### src/rtl/conv3x3_kernel_pipe.sv
// conv3x3_kernel_pipe: 3x3 signed-coefficient convolution with rounding shift, saturation and backpressure.
// Three register stages (products, adder tree, normalise/clip) advance together and all freeze on stall.
module conv3x3_kernel_pipe #(
    parameter int PIXEL_W = 8,
    parameter int COEF_W  = 8,
    parameter int SHIFT_W = 4
) (
    input  logic                   i_clk,
    input  logic                   i_rst,
    input  logic [9*PIXEL_W-1:0]   i_pixel_data,
    input  logic                   i_pixel_data_valid,
    output logic                   o_pixel_data_ready,
    output logic [PIXEL_W-1:0]     o_convolved_data,
    output logic                   o_convolved_data_valid,
    output logic                   o_sat,
    input  logic                   i_convolved_data_ready,
    input  logic                   i_coef_wr,
    input  logic [3:0]             i_coef_addr,
    input  logic [COEF_W-1:0]      i_coef_data,
    input  logic                   i_coef_commit
);
    localparam int PW = COEF_W + PIXEL_W + 1;
    localparam int SW = COEF_W + PIXEL_W + 5;
    localparam int RW = SW + 1;
    localparam logic signed [RW-1:0] MAX_V = RW'((1 << PIXEL_W) - 1);

    function automatic logic signed [COEF_W-1:0] gauss(input int k);
        return (k == 4) ? COEF_W'(4) : (k % 2 == 1) ? COEF_W'(2) : COEF_W'(1);
    endfunction

    logic signed [COEF_W-1:0] shadow_coef_q [9];
    logic signed [COEF_W-1:0] shadow_coef_d [9];
    logic signed [COEF_W-1:0] active_coef_q [9];
    logic signed [COEF_W-1:0] active_coef_d [9];
    logic [SHIFT_W-1:0]       shadow_shift_q, shadow_shift_d;
    logic [SHIFT_W-1:0]       active_shift_q, active_shift_d;
    logic signed [PW-1:0]     prod_q [9];
    logic signed [PW-1:0]     prod_d [9];
    logic [SHIFT_W-1:0]       s1_shift_q, s1_shift_d;
    logic [SHIFT_W-1:0]       s2_shift_q, s2_shift_d;
    logic                     s1_valid_q, s1_valid_d;
    logic                     s2_valid_q, s2_valid_d;
    logic signed [SW-1:0]     sum_q, sum_d;
    logic [PIXEL_W-1:0]       out_data_q, out_data_d;
    logic                     out_valid_q, out_valid_d;
    logic                     sat_q, sat_d;
    logic                     stall;
    logic signed [RW-1:0]     rnd, r;

    always_comb begin
        stall = out_valid_q & ~i_convolved_data_ready;
        shadow_coef_d = shadow_coef_q;
        shadow_shift_d = shadow_shift_q;
        active_coef_d = active_coef_q;
        active_shift_d = active_shift_q;
        // commit copies the pre-write shadow because it reads the registered bank
        if (i_coef_commit) begin
            active_coef_d = shadow_coef_q;
            active_shift_d = shadow_shift_q;
        end
        if (i_coef_wr && i_coef_addr < 4'd9)
            shadow_coef_d[i_coef_addr] = i_coef_data;
        if (i_coef_wr && i_coef_addr == 4'd9)
            shadow_shift_d = i_coef_data[SHIFT_W-1:0];
    end

    always_comb begin
        prod_d = prod_q;
        s1_shift_d = s1_shift_q;
        s1_valid_d = s1_valid_q;
        sum_d = sum_q;
        s2_shift_d = s2_shift_q;
        s2_valid_d = s2_valid_q;
        out_data_d = out_data_q;
        out_valid_d = out_valid_q;
        sat_d = sat_q;
        rnd = (s2_shift_q != '0) ? (RW'(1) << (s2_shift_q - SHIFT_W'(1))) : '0;
        r = (RW'(sum_q) + rnd) >>> s2_shift_q;
        if (!stall) begin
            for (int k = 0; k < 9; k++)
                prod_d[k] = PW'(active_coef_q[k]) * PW'($signed({1'b0, i_pixel_data[k*PIXEL_W +: PIXEL_W]}));
            s1_shift_d = active_shift_q;
            s1_valid_d = i_pixel_data_valid;
            sum_d = '0;
            for (int k = 0; k < 9; k++)
                sum_d = sum_d + SW'(prod_q[k]);
            s2_shift_d = s1_shift_q;
            s2_valid_d = s1_valid_q;
            out_valid_d = s2_valid_q;
            if (s2_valid_q) begin
                out_data_d = r[RW-1] ? '0 : (r > MAX_V) ? MAX_V[PIXEL_W-1:0] : r[PIXEL_W-1:0];
                sat_d = r[RW-1] | (r > MAX_V);
            end
        end
    end

    always_ff @(posedge i_clk) begin
        if (i_rst) begin
            for (int k = 0; k < 9; k++) begin
                shadow_coef_q[k] <= gauss(k);
                active_coef_q[k] <= gauss(k);
                prod_q[k] <= '0;
            end
            shadow_shift_q <= SHIFT_W'(4);
            active_shift_q <= SHIFT_W'(4);
            s1_shift_q <= '0;
            s2_shift_q <= '0;
            s1_valid_q <= 1'b0;
            s2_valid_q <= 1'b0;
            sum_q <= '0;
            out_data_q <= '0;
            out_valid_q <= 1'b0;
            sat_q <= 1'b0;
        end else begin
            shadow_coef_q <= shadow_coef_d;
            active_coef_q <= active_coef_d;
            prod_q <= prod_d;
            shadow_shift_q <= shadow_shift_d;
            active_shift_q <= active_shift_d;
            s1_shift_q <= s1_shift_d;
            s2_shift_q <= s2_shift_d;
            s1_valid_q <= s1_valid_d;
            s2_valid_q <= s2_valid_d;
            sum_q <= sum_d;
            out_data_q <= out_data_d;
            out_valid_q <= out_valid_d;
            sat_q <= sat_d;
        end
    end

    assign o_pixel_data_ready = ~stall;
    assign o_convolved_data = out_data_q;
    assign o_convolved_data_valid = out_valid_q;
    assign o_sat = sat_q;
endmodule

### config.mk
export PLATFORM = sky130hd
export DESIGN_NAME = conv3x3_kernel_pipe
export DESIGN_NICKNAME = d
export VERILOG_FILES = /design/src/rtl/conv3x3_kernel_pipe.sv
export SDC_FILE = /design/constraint.sdc
export NUM_CORES = 2
export LEC_CHECK = 0
export CAP_MARGIN = 10
export CORE_UTILIZATION = 53
export CTS_CLUSTER_SIZE = 8
export DETAILED_ROUTE_END_ITERATION = 7
export PLACE_DENSITY = 0.69
export SYNTH_ARGS = -nofsm -noshare
export SYNTH_HDL_FRONTEND = slang
export SYNTH_SLANG_ARGS = --single-unit
export TNS_END_PERCENT = 5
### constraint.sdc
create_clock -name i_clk -period 6.3 [get_ports i_clk]
set_clock_uncertainty 0.2 [all_clocks]
set_input_delay 1.26 -clock i_clk [delete_from_list [all_inputs] [get_ports i_clk]]
set_output_delay 1.26 -clock i_clk [all_outputs]
set_load 0.02 [all_outputs]
==> run metrics <==
Inserted Diodes=0; Max Clock Freq=between 150 and 200 MHz; cts bufs inserted=50; VDD IR max=about 210 uV; Non-Filler Instances=around 5.2k; RSZ-0062 raised after global routing=false; hold path start=s1_shift_q[3]$_SDFFE_PP0N_; Placed Area=39,200 sq um; commonest non-fill, non-tap cell in the layout=inv_1; post-synthesis mux area share=0.0405; pre-CTS WS=-0.183 ns; max cap viols=0; CTS max path bufs=3; power per cell area=around 170 nW/um^2; Ports=between 100 and 150; xor-xnor portion of the synthesized cell area=0.0221; Port Buffers=100; R2R Path Start=prod_q[138]$_SDFFE_PP0N_; Starting Density=0.540; total wire length=between 80,000 and 90,000 microns; Total Nets Final=around 5.3k; first-pass GRT wire length=between 100,000 and 150,000 microns; post-synthesis sequential area ratio=0.190; GRT Residual Overflow=0; placed insts=roughly 5.2k; fin area=40,600 sq um; Min-Delay Endpoint=s1_shift_q[3]$_SDFFE_PP0N_; CTS tree=done; worst hold slack=0.250 ns; Reg-to-Reg End=sum_q[20]$_SDFFE_PP0N_; Post-Synthesis Cells=4,184; pins over their slew limit=0; fin util=0.600; Hold Path Depth=2; DRT iter0 DRCs=about 1.6k; Slew headroom=0.243; die area=about 70,000 sq um; Post-synth top flop=dfxtp_1; DRC=0; die height=265 microns; Simple-Gate Fraction of Synth Area=0.177; r2r worst-path depth=20; largest net degree at the start of global routing=around 200; Hold Fails Final Rpt=0; Skew-Pair Late Insertion Delay=~0.6 ns; asr flop ratio synth=0; P_leak=20.1 nW; compound-gate portion of the synthesized area=0.0926; vias in the first global route=approximately 28k; Synth area leader=fa_1; hold-fix buffers at CTS=0; die width=approximately 260 microns; Yosys warnings=0; fin worst setup slack=0.383 ns; Setup TNS=0 ns; FF+latch count, synth=around 350; drt pass-1 iters=6; number of fill cells=approximately 5.9k; initial antenna violation count=0; post-CTS setup buffers=0; post-layout power=between 6 and 7 mW; H-tree Lvls=2; Worst Hold Class=reg2reg; Area Overhead vs Synth=11.1%; Max FO, Critical Path=6; Post-synth EDFFs=0; synthesized area=around 37,000 sq um; Netlist cell types=between 70 and 80; fin crit period=a little under 6 ns; gpl congestion=between 0.8 and 0.9; clk root buf=clkbuf_16; adder-cell share of the synthesized area=0.395; share of cells above drive strength 1=0.0526; row cnt=95; Clk pin slew, worst setup/hold paths=~0.05 ns; endpoint class of the critical path=flop; clk sinks=346; GRT Total Usage=0.265; CORE AREA=67,600 sq um; Mapped Avg Cell Area=8.73 sq um; required time of the worst setup path=6.59 ns; post-cts sizing count=0; Area contributors post-synth=fa_1 25%, dfxtp_1 19%, ha_1 15%, inv_1 6.8%, and2_1 5.2%; CP Data Arrival Time=roughly 6.2 ns; largest family of logic cells by synthesized area=adder cells; fin crit share=0.939; commonest cells after routing, fill and taps aside=659 x inv_1, 489 x nand2_1, 456 x fa_1; Final setup viols=0; R2R Setup Slk=~0.57 ns; Final ANT Viol Nets=0; DR WL/cell=around 17 microns; outcome=finished clean; Final HPWL DP=around 70,000 microns; vias post-DR=~28k; CP Class=in2reg; Least-Margin Pin Slew=between 1 and 1.5 ns; Setup crit start kind=input pin; share of the synthesized area in the top cell type=0.250; vias per inst=about 5.4; Post-Syn Nets=a little over 5k
-- worst max path at each step --
| stage | end | from |
|---|---|---|
| detailed placement | prod_q[33]$_SDFFE_PP0N_ | i_pixel_data[59] |
| global route | prod_q[152]$_SDFFE_PP0N_ | i_pixel_data[3] |
| global placement | prod_q[33]$_SDFFE_PP0N_ | i_pixel_data[59] |
| finish | prod_q[33]$_SDFFE_PP0N_ | i_pixel_data[59] |
| floorplan | prod_q[66]$_SDFFE_PP0N_ | i_pixel_data[43] |
| CTS | prod_q[33]$_SDFFE_PP0N_ | i_pixel_data[59] |
-- report_power, final --
group          internal (mW)  switching, mW  leakage [nW]
combinational          0.835           1.04          16.6
clock                   1.43           1.01         0.660
sequential              2.29         0.0954          2.81
-- worst max-delay path, cell delays in order --
cell	delay (ns)
clkdlybuf4s50_1	0.50
and2_1	0.22
fa_1	0.41
inv_1	0.07
fa_1	0.44
fa_1	0.50
fa_1	0.49
inv_1	0.05
ha_1	0.28
nor2b_1	0.15
o21ai_0	0.22
a21boi_0	0.16
o21ai_0	0.22
a21boi_0	0.16
o21ai_0	0.27
a21oi_1	0.12
o21ai_0	0.22
a21oi_1	0.12
xnor2_1	0.14
a211oi_1	0.21
-- logic make-up after synthesis --
family,count (synthesis)
other,1
adder cells (fa/ha/maj),880
AO/OA/AOI/OAI,555
multiplexers,144
buffers and inverters,802
flip-flops,346
XOR/XNOR,92
AND/OR/NAND/NOR,1364
-- flip-flops by register name, summed over array words and instances, names as in the netlist --
name                    flops
prod_q                    153
active_coef_q              72
shadow_coef_q              72
sum_q                      21
o_convolved_data            8
active_shift_q              4
s1_shift_q                  4
s2_shift_q                  4
shadow_shift_q              4
o_convolved_data_valid      1
o_sat                       1
s1_valid_q                  1
s2_valid_q                  1
-- final cells by class --
class | instances | area (sq um) | area share
tap | 873 | 1090 | 0.0269
clock inverter | 4 | 46.3 | 0.00114
inverter | 662 | 2490 | 0.0613
clock buffer | 56 | 1290 | 0.0319
timing repair buffer | 247 | 2130 | 0.0525
sequential | 346 | 6930 | 0.171
multi-input combinational | 3036 | 26600 | 0.656
-- routing by layer --
| metal | up-vias | wire length (microns) | global-route usage |
|---|---|---|---|
| met4 | 0 | 3230 | 0.0915 |
| met1 | 13700 | 38700 | 0.343 |
| met2 | 586 | 44100 | 0.461 |
| met3 | 137 | 3350 | 0.0255 |
| met5 | - | 0 | 0 |
| li1 | 13600 | - | - |
-- synth_stat cells, types with 11 or more instances --
master,number
nand2_1,489
a21boi_0,21
nand2b_1,66
dfxtp_1,346
a211o_1,24
mux2i_1,139
and2_1,304
xnor2_1,59
clkbuf_1,115
nor2b_1,31
o211ai_1,11
or3_1,18
a211oi_1,32
inv_1,660
fa_1,456
buf_1,21
xor2_1,33
a21oi_1,236
nand3_1,48
nor2_1,301
nand3b_1,11
o21ai_0,117
a21o_1,36
ha_1,424
nor3_1,65
Power figures use the tool's default switching activity.
